--- src/rtl/serial_adder.sv ---
// Bit-serial WIDTH-bit adder: one fa cell, LSB-first, one bit per clock, done pulse on completion.
// Optional SERIAL_ADDER_OVF_EN adds a two's-complement overflow output OVF.

module fa (
  input  logic a,
  input  logic b,
  input  logic ci,
  output logic s,
  output logic co
);
  assign s  = a ^ b ^ ci;
  assign co = (a & b) | (ci & (a ^ b));
endmodule

module serial_adder #(
  parameter int unsigned WIDTH = 8
) (
  input  logic             clk,
  input  logic             rst,
  input  logic             start,
  input  logic [WIDTH-1:0] A,
  input  logic [WIDTH-1:0] B,
  input  logic             C_in,
  output logic             busy,
  output logic             done,
  output logic [WIDTH-1:0] S,
`ifdef SERIAL_ADDER_OVF_EN
  output logic             C_out,
  output logic             OVF
`else
  output logic             C_out
`endif
);

  localparam int unsigned CW = (WIDTH > 1) ? $clog2(WIDTH) : 1;
  localparam logic [CW-1:0] LAST = CW'(WIDTH - 1);

  typedef enum logic [1:0] {
    IDLE,
    SHIFT,
    DONE
  } state_t;

  state_t           state;
  state_t           state_nxt;
  logic [WIDTH-1:0] ra;
  logic [WIDTH-1:0] rb;
  logic             cy;
  logic [CW-1:0]    cnt;
  logic             fa_s;
  logic             fa_c;

  fa u_fa (
    .a  (ra[0]),
    .b  (rb[0]),
    .ci (cy),
    .s  (fa_s),
    .co (fa_c)
  );

  always_ff @(posedge clk or posedge rst) begin
    if (rst) state <= IDLE;
    else     state <= state_nxt;
  end

  always_comb begin
    state_nxt = state;
    case (state)
      IDLE:    if (start) state_nxt = SHIFT;
      SHIFT:   if (cnt == LAST) state_nxt = DONE;
      DONE:    state_nxt = IDLE;
      default: state_nxt = IDLE;
    endcase
  end

  // Sum bits enter at the MSB so that after WIDTH shifts bit 0 sits at S[0].
  always_ff @(posedge clk or posedge rst) begin
    if (rst) begin
      ra    <= '0;
      rb    <= '0;
      cy    <= 1'b0;
      cnt   <= '0;
      S     <= '0;
      C_out <= 1'b0;
`ifdef SERIAL_ADDER_OVF_EN
      OVF   <= 1'b0;
`endif
    end else begin
      case (state)
        IDLE: begin
          if (start) begin
            ra  <= A;
            rb  <= B;
            cy  <= C_in;
            cnt <= '0;
            S   <= '0;
          end
        end
        SHIFT: begin
          S   <= {fa_s, S[WIDTH-1:1]};
          cy  <= fa_c;
          ra  <= ra >> 1;
          rb  <= rb >> 1;
          cnt <= cnt + CW'(1);
          if (cnt == LAST) begin
            C_out <= fa_c;
`ifdef SERIAL_ADDER_OVF_EN
            OVF   <= cy ^ fa_c;
`endif
          end
        end
        default: ;
      endcase
    end
  end

  assign busy = (state == SHIFT);
  assign done = (state == DONE);

endmodule

--- config.mk ---
export PLATFORM = sky130hd
export DESIGN_NAME = serial_adder
export DESIGN_NICKNAME = d
export VERILOG_FILES = /design/src/rtl/serial_adder.sv
export SDC_FILE = /design/constraint.sdc
export NUM_CORES = 1
export LEC_CHECK = 0
export ABC_CLOCK_PERIOD_IN_PS = 3800
export CAP_MARGIN = 30
export CORE_UTILIZATION = 53
export CTS_CLUSTER_SIZE = 28
export DETAILED_ROUTE_END_ITERATION = 10
export PLACE_DENSITY = 0.83
export SKIP_CTS_REPAIR_TIMING = 1
export SLEW_MARGIN = 20
export SYNTH_ARGS = -nofsm -noshare
export SYNTH_HDL_FRONTEND = slang
export SYNTH_HIERARCHICAL = 1
export SYNTH_SLANG_ARGS = --single-unit
--- constraint.sdc ---
create_clock -name clk -period 3.8 [get_ports clk]
set_input_delay 0.76 -clock clk [delete_from_list [all_inputs] [get_ports clk]]
set_output_delay 0.76 -clock clk [all_outputs]
set_load 0.02 [all_outputs]
==> results of run 1 <==
[cell usage in the layout (no fill, tap or decap), types with 4 or more instances in the layout]
master | synthesis | routed
a22o_1 | 10 | 10
clkbuf_4 | 0 | 5
o22ai_1 | 12 | 12
dfrtp_1 | 31 | 31
inv_1 | 4 | 4
clkdlybuf4s50_1 | 0 | 30
nand3b_1 | 4 | 4
a21oi_1 | 10 | 10
o221a_1 | 4 | 4
[kinds of logic (layout without fill, tap and decap cells)]
kind of cell / count (synthesis) / count (layout) / synth area share, %
simple gates: 23 / 23 / 10.6
flops: 31 / 31 / 55.4
buf+inv: 14 / 46 / 5.54
compound gates: 46 / 46 / 24.1
fa+ha+maj: 3 / 3 / 3.22
mux: 1 / 1 / 1.07
[per-stage QoR]
stage / worst slack [ps] / power (mW)
after global placement: 1330 / 1.17
after detailed placement: 1280 / 1.21
after global routing: 776 / 1.48
after floorplan: 2100 / 1.01
final: 903 / 1.39
after CTS: 911 / 1.39
[flip-flops by register name (all words and copies together) (netlist names)]
signal / flops
S: 8
ra: 8
rb: 8
cnt: 3
state: 2
C_out: 1
cy: 1
[metal layers]
layer  wire length, um  track usage [%]
met1              1300             32.0
met2              1590             41.9
met3               207             8.05
met4                 6             6.58
met5                 0                0
[path summary, 6_finish.rpt]
kind,from,endpoint,cells after the start
max,state[1]$_DFFE_PP0P_,busy,3
max reg2reg,state[1]$_DFFE_PP0P_,C_out$_DFFE_PP0P_,4
min reg2reg,cnt[0]$_DFFE_PP0P_,cnt[0]$_DFFE_PP0P_,1
max in group asynchronous,rst,ra[2]$_DFFE_PP0P_,3
min in group asynchronous,rst,rb[0]$_DFFE_PP0P_,2
min,cnt[0]$_DFFE_PP0P_,cnt[0]$_DFFE_PP0P_,1
[report_power, final]
group          switching, mW  internal [mW]  total (mW)  leakage (nW)
combinational          0.308          0.301       0.609         0.332
sequential             0.123          0.478       0.601         0.374
clock                  0.112         0.0688       0.181        0.0347
total                  0.543          0.847        1.39         0.741
[area by class of cell]
cell class                 instances  area [sq um]  share of cell area, %
inverter                           7          26.3                   1.49
sequential                        31           776                   43.9
multi-input combinational         73           547                   30.9
clock buffer                       5          37.5                   2.12
timing repair buffer              31           328                   18.6
clock inverter                     3          15.0                  0.850
tap                               30          37.5                   2.12
==> summary.md, run 1 <==
| Metric | Value |
|---|---|
| Die Y-Extent | `53.4 um` |
| Seq/Total Area, Yosys | `55.4%` |
| CP Class | `flop to primary output` |
| Clk_skew | `around 14 ps` |
| Die X | `about 53 um` |
| Final hold violations | `0` |
| RD Place Congestion | `0.794` |
| Ys async rst share | `100%` |
| Nets | `172` |
| Ports | `31` |
| Final Critical Period | `a little under 3000 ps` |
| Final antenna-violating net count | `0` |
| Initial antenna violation count | `0` |
| EDFF count, synth | `0` |
| Status | `finished clean` |
| Initial drt markers | `54` |
| Placed Cells | `approximately 170` |
| Register-to-register setup slack | `roughly 2000 ps` |
| WP data required | `~3000 ps` |
| Grt ovf | `0` |
| Synth-to-Final Area Change | `26.2%` |
| Site row count | `18` |
| Overall Global Routing Usage | `25.4%` |
| Peak VDD IR | `~570 uV` |
| Finished Layout Cells | `180` |
| Leak pwr | `0.741 nW` |
| Slew Limit Headroom | `a little over half` |
| Gate Count Post-Synth | `~120` |
| First-pass GRT wire length | `about 4900 um` |
| Detailed placement HPWL | `2230 um` |
| 1st-pass router iterations | `4` |
| Synth warn | `6` |
| Startpoint types | `flop` |
| TNS Setup | `0 ps` |
| Synthesized area | `approximately 0.0014 sq mm` |
| Total Wirelength | `slightly above 3000 um` |
| CP top delay family | `buffers and inverters` |
| Clock Sinks | `31` |
| Most numerous cell in the Yosys netlist | `dfrtp_1` |
| Worst skew pair latency | `330 ps` |
| Largest net degree at the start of global routing | `21` |
| Fmax | `~350 MHz` |
| Starting Density | `between 50% and 60%` |
| Buffers and inverters on the worst path | `2` |
| Vias per cell | `~6` |
| Crit path capture type | `primary output` |
| Slew Limit Fails | `0` |
| Unrepaired setup endpoints after global routing | `false` |
| Syn avg cell area | `roughly 12 sq um` |
| Top-area cell type share of the netlist area | `a little under three fifths` |
| Post-Syn Nets | `~140` |
| Worst Path Arrival | `about 2100 ps` |
| Min Hold Slack | `507 ps` |
| Area leader, netlist | `dfrtp_1` |
| Clk buf depth | `2` |
| Number of synthesized register bits | `31` |
| Layout Utilization | `between 70 and 80%` |
| Top cells by count, synth | `dfrtp_1 (31), o22ai_1 (12), a21oi_1 (10), a22o_1 (10)` |
| Drt drc | `0` |
| Core area | `0.00248 sq mm` |
| Clk pin slew, worst setup/hold paths | `around 110 ps` |
| Critical path peak fanout | `14` |
| CP cell instances | `nand2b_2 > inv_2 > clkdlybuf4s50_1` |
| Die area | `between 0.002 and 0.003 sq mm` |
| Final setup vio count | `0` |
| Final Cell Area | `about 0.0018 sq mm` |
| Fillers | `between 150 and 200` |
| Max-cap violations | `0` |
| Ys flop type | `dfrtp_1` |
| Diodes inserted | `0` |
| Post-place instance area | `roughly 0.0017 sq mm` |
| TritonCTS clock tree | `done` |
| Vias in the first global route | `~1000` |
| Share of cells above drive strength 1 | `12.0%` |
| Worst Max-Slew Pin Slew | `684 ps` |
| Depth of the CTS H-tree | `2` |
| Tcrit/Tclk final | `76.2%` |
| Slowest stage delay, CP | `640 ps` |
| Yosys cell types | `30` |
| Slowest-stage cell, CP | `clkdlybuf4s50_1` |
| Root Driver | `clkbuf_4` |
| Pwr Density | `approximately 790 mW/mm^2` |
| CTS Buf Count | `5` |
| WL per Instance | `around 17 um` |
| Buffers added on ports | `30` |
| Vias | `between 1000 and 1500` |
| Top area cells in the synthesized netlist | `dfrtp_1 (55%), a22o_1 (6.3%), o22ai_1 (5.4%)` |
| Hold crit path type | `flop to flop` |
Note: power is estimated with default switching activity, not from simulation.
==> run 2: changes to the inputs <==
Settings changed: ABC_CLOCK_PERIOD_IN_PS 3800 to 2400, CORE_UTILIZATION 53 to 44, PLACE_DENSITY 0.83 to 0.74.
Clock period 3.8 ns to 2.4 ns, I/O delays scaled along.
==> run 2 against run 1 <==
Compared with the run above:
- core utilization decreased by 12 points
- clock power up 88%
- design area up 2.5%
- critical path depth unchanged
- clock-buffer cell count is 3 higher
- first-iteration DRC count shrank 50%
- clock skew is 8.8 ps lower
- die area grew 20%
- non-clock buffer count grew 4
- register-to-register slack lost 1200 ps
- critical endpoint unchanged
- largest cell class unchanged
==> summary.md, run 2 (synthesis results as in run 1) <==
| Metric | Value |
|---|---|
| PnR Total Power | `2.26 mW (+62%)` |
| Vias per cell | `5.39 (-12%)` |
| TNS Setup | `0 ps (unchanged)` |
| Final Critical Period | `2210 ps` |
| Tcrit/Tclk final | `92.1%` |
| Clk pin slew, worst setup/hold paths | `90 ps (-20 ps)` |
| CP top delay family | `buffers and inverters` |
| TritonCTS clock tree | `done` |
| Most frequent cells in the layout | `dfrtp_1 (31), clkdlybuf4s50_1 (30), o22ai_1 (12)` |
| Crit path capture type | `primary output` |
| Unrepaired setup endpoints after global routing | `false` |
| Buffers added on ports | `30 (unchanged)` |
| Ports | `31 (unchanged)` |
| Commonest non-fill, non-tap cell in the layout | `dfrtp_1` |
| Site row count | `20 (+2)` |
| CP Class | `flop to primary output` |
| R2r endpoint | `C_out$_DFFE_PP0P_` |
| Status | `finished clean` |
| Overall Global Routing Usage | `19.8% (-5.6 points)` |
| Min Hold Slack | `495 ps (-12.8 ps)` |
| Clk_skew | `5.20 ps (-8.78 ps)` |
| Peak VDD IR | `564 uV (-0.23%)` |
| CTS Buf Count | `5 (unchanged)` |
| Worst Max-Slew Pin Slew | `549 ps (-135 ps)` |
| Biggest regs | `S: 8 flops, ra: 8 flops, rb: 8 flops` |
| Root Driver | `clkbuf_4` |
| Cell count along the critical path | `3 (unchanged)` |
| WL per Instance | `14.7 um (-15%)` |
| Final hold violations | `0 (unchanged)` |
| First-pass GRT wire length | `5040 um (+2.1%)` |
| Slew Limit Fails | `0 (unchanged)` |
| Clock Sinks | `31 (unchanged)` |
| Final Cell Area | `0.00181 sq mm (+2.5%)` |
| Met1 wire length | `1240 um (-4.4%)` |
| Initial antenna violation count | `0 (unchanged)` |
| End point of the critical path | `busy` |
| Diodes inserted | `0 (unchanged)` |
| Final antenna-violating net count | `0 (unchanged)` |
| Metal3 WL | `166 um (-20%)` |
| CP cell instances | `nand2b_2 > inv_2 > clkdlybuf4s50_1` |
| R2R cell count | `5 (+1)` |
| Die Y-Extent | `58.4 um (+9.4%)` |
| Die area | `0.00341 sq mm (+20%)` |
| Hold crit path type | `flop to flop` |
| Max-cap violations | `0 (unchanged)` |
| Starting Density | `46.2% (-10 points)` |
| Vias | `1067 (-2.9%)` |
| Register-to-register setup slack | `860 ps (-1160 ps)` |
| Critical path peak fanout | `12 (-2)` |
| Total Wirelength | `2910 um (-6.1%)` |
| Worst skew pair latency | `320 ps (about the same)` |
| Clk buf depth | `2 (unchanged)` |
| WP data required | `1920 ps (-1120 ps)` |
| Largest net degree at the start of global routing | `32 (+52%)` |
| Nets | `176 (+2.3%)` |
| Met2 WL | `1480 um (-6.7%)` |
| Depth of the CTS H-tree | `2 (unchanged)` |
| Vias in the first global route | `1128 (+7.7%)` |
| Worst Path Arrival | `1730 ps (-410 ps)` |
| Buffers and inverters on the worst path | `2 (unchanged)` |
| Grt ovf | `0 (unchanged)` |
| Fmax | `roughly 450 MHz` |
| Post-place instance area | `0.00174 sq mm (+1.6%)` |
| Final setup vio count | `0 (unchanged)` |
| Slowest stage delay, CP | `600 ps (-40 ps)` |
| RD Place Congestion | `0.803 (+1.2%)` |
| R2R Path Start | `state[1]$_DFFE_PP0P_` |
| Startpoint types | `flop` |
| 1st-pass router iterations | `4 (unchanged)` |
| Drt drc | `0 (unchanged)` |
| Leak pwr | `0.756 nW (+2.1%)` |
| Core area | `0.00303 sq mm (+22%)` |
| Slowest-stage cell, CP | `clkdlybuf4s50_1` |
| Crit path from | `state[1]$_DFFE_PP0P_` |
| Initial drt markers | `27 (-50%)` |
| Share of cells above drive strength 1 | `13.6% (+1.6 points)` |
| Slew Limit Headroom | `63.4% (+9.1 points)` |
| Top sig layer | `met4` |
| Pwr Density | `1250 mW/mm^2 (+58%)` |
| Synth-to-Final Area Change | `29.3%` |
| Detailed placement HPWL | `2160 um (-3.2%)` |
| Die X | `58.4 um (+9.4%)` |
| Layout Utilization | `59.8% (-12 points)` |
==> run 2: cell count changes in the layout (fill, tap and decap cells not counted) <==
cell,before,now
clkbuf_8,0,2
clkinv_2,3,0
buf_16,1,0
clkbuf_1,0,1
buf_4,0,5
==> run 2: area by class of cell <==
type | instances | area [sq um]
clock buffers | 8 | 68.8
inverters | 7 | 26.3
multi-input cells | 73 | 547
flip-flops and latches | 31 | 776
fillers | 280 | 1220
repair buffers | 35 | 338
well taps | 44 | 55.1
==> run 2: how the worst min path moves through the flow <==
stage / from / end / slack (ps) / depth (start not counted)
detailed placement: cnt[0]$_DFFE_PP0P_ / cnt[0]$_DFFE_PP0P_ / 480 / 1
floorplan: cnt[0]$_DFFE_PP0P_ / cnt[0]$_DFFE_PP0P_ / 450 / 1
finish: cnt[0]$_DFFE_PP0P_ / cnt[0]$_DFFE_PP0P_ / 490 / 1
CTS: cnt[0]$_DFFE_PP0P_ / cnt[0]$_DFFE_PP0P_ / 500 / 1
global placement: cnt[0]$_DFFE_PP0P_ / cnt[0]$_DFFE_PP0P_ / 470 / 1
global route: cnt[0]$_DFFE_PP0P_ / cnt[0]$_DFFE_PP0P_ / 520 / 1
==> run 2: worst register-to-register path, cell delays in order, from the launching register on <==
cell and delay (ps):
dfrtp_1 390, nand2b_2 310, inv_2 110, buf_4 170, and2_4 160, mux2_4 290
==> run 2: per-layer routing <==
layer	GRT usage (%)	up-vias
met5	0	-
met1	25.0	511
met2	33.3	37
met3	5.05	3
met4	6.80	0
li1	-	516
==> run 2: report_power, final <==
part	total [mW]	switching, mW	internal, mW
registers	0.925	0.168	0.757
clock network	0.340	0.168	0.172
logic	0.992	0.495	0.497
==> run 2: per-stage QoR <==
step | setup slack [ps] | instances
after floorplan | 984 | 118
after global placement | 519 | 190
after detailed placement | 484 | 190
after CTS | 178 | 198
after global routing | 92.4 | 198
final | 189 | 198
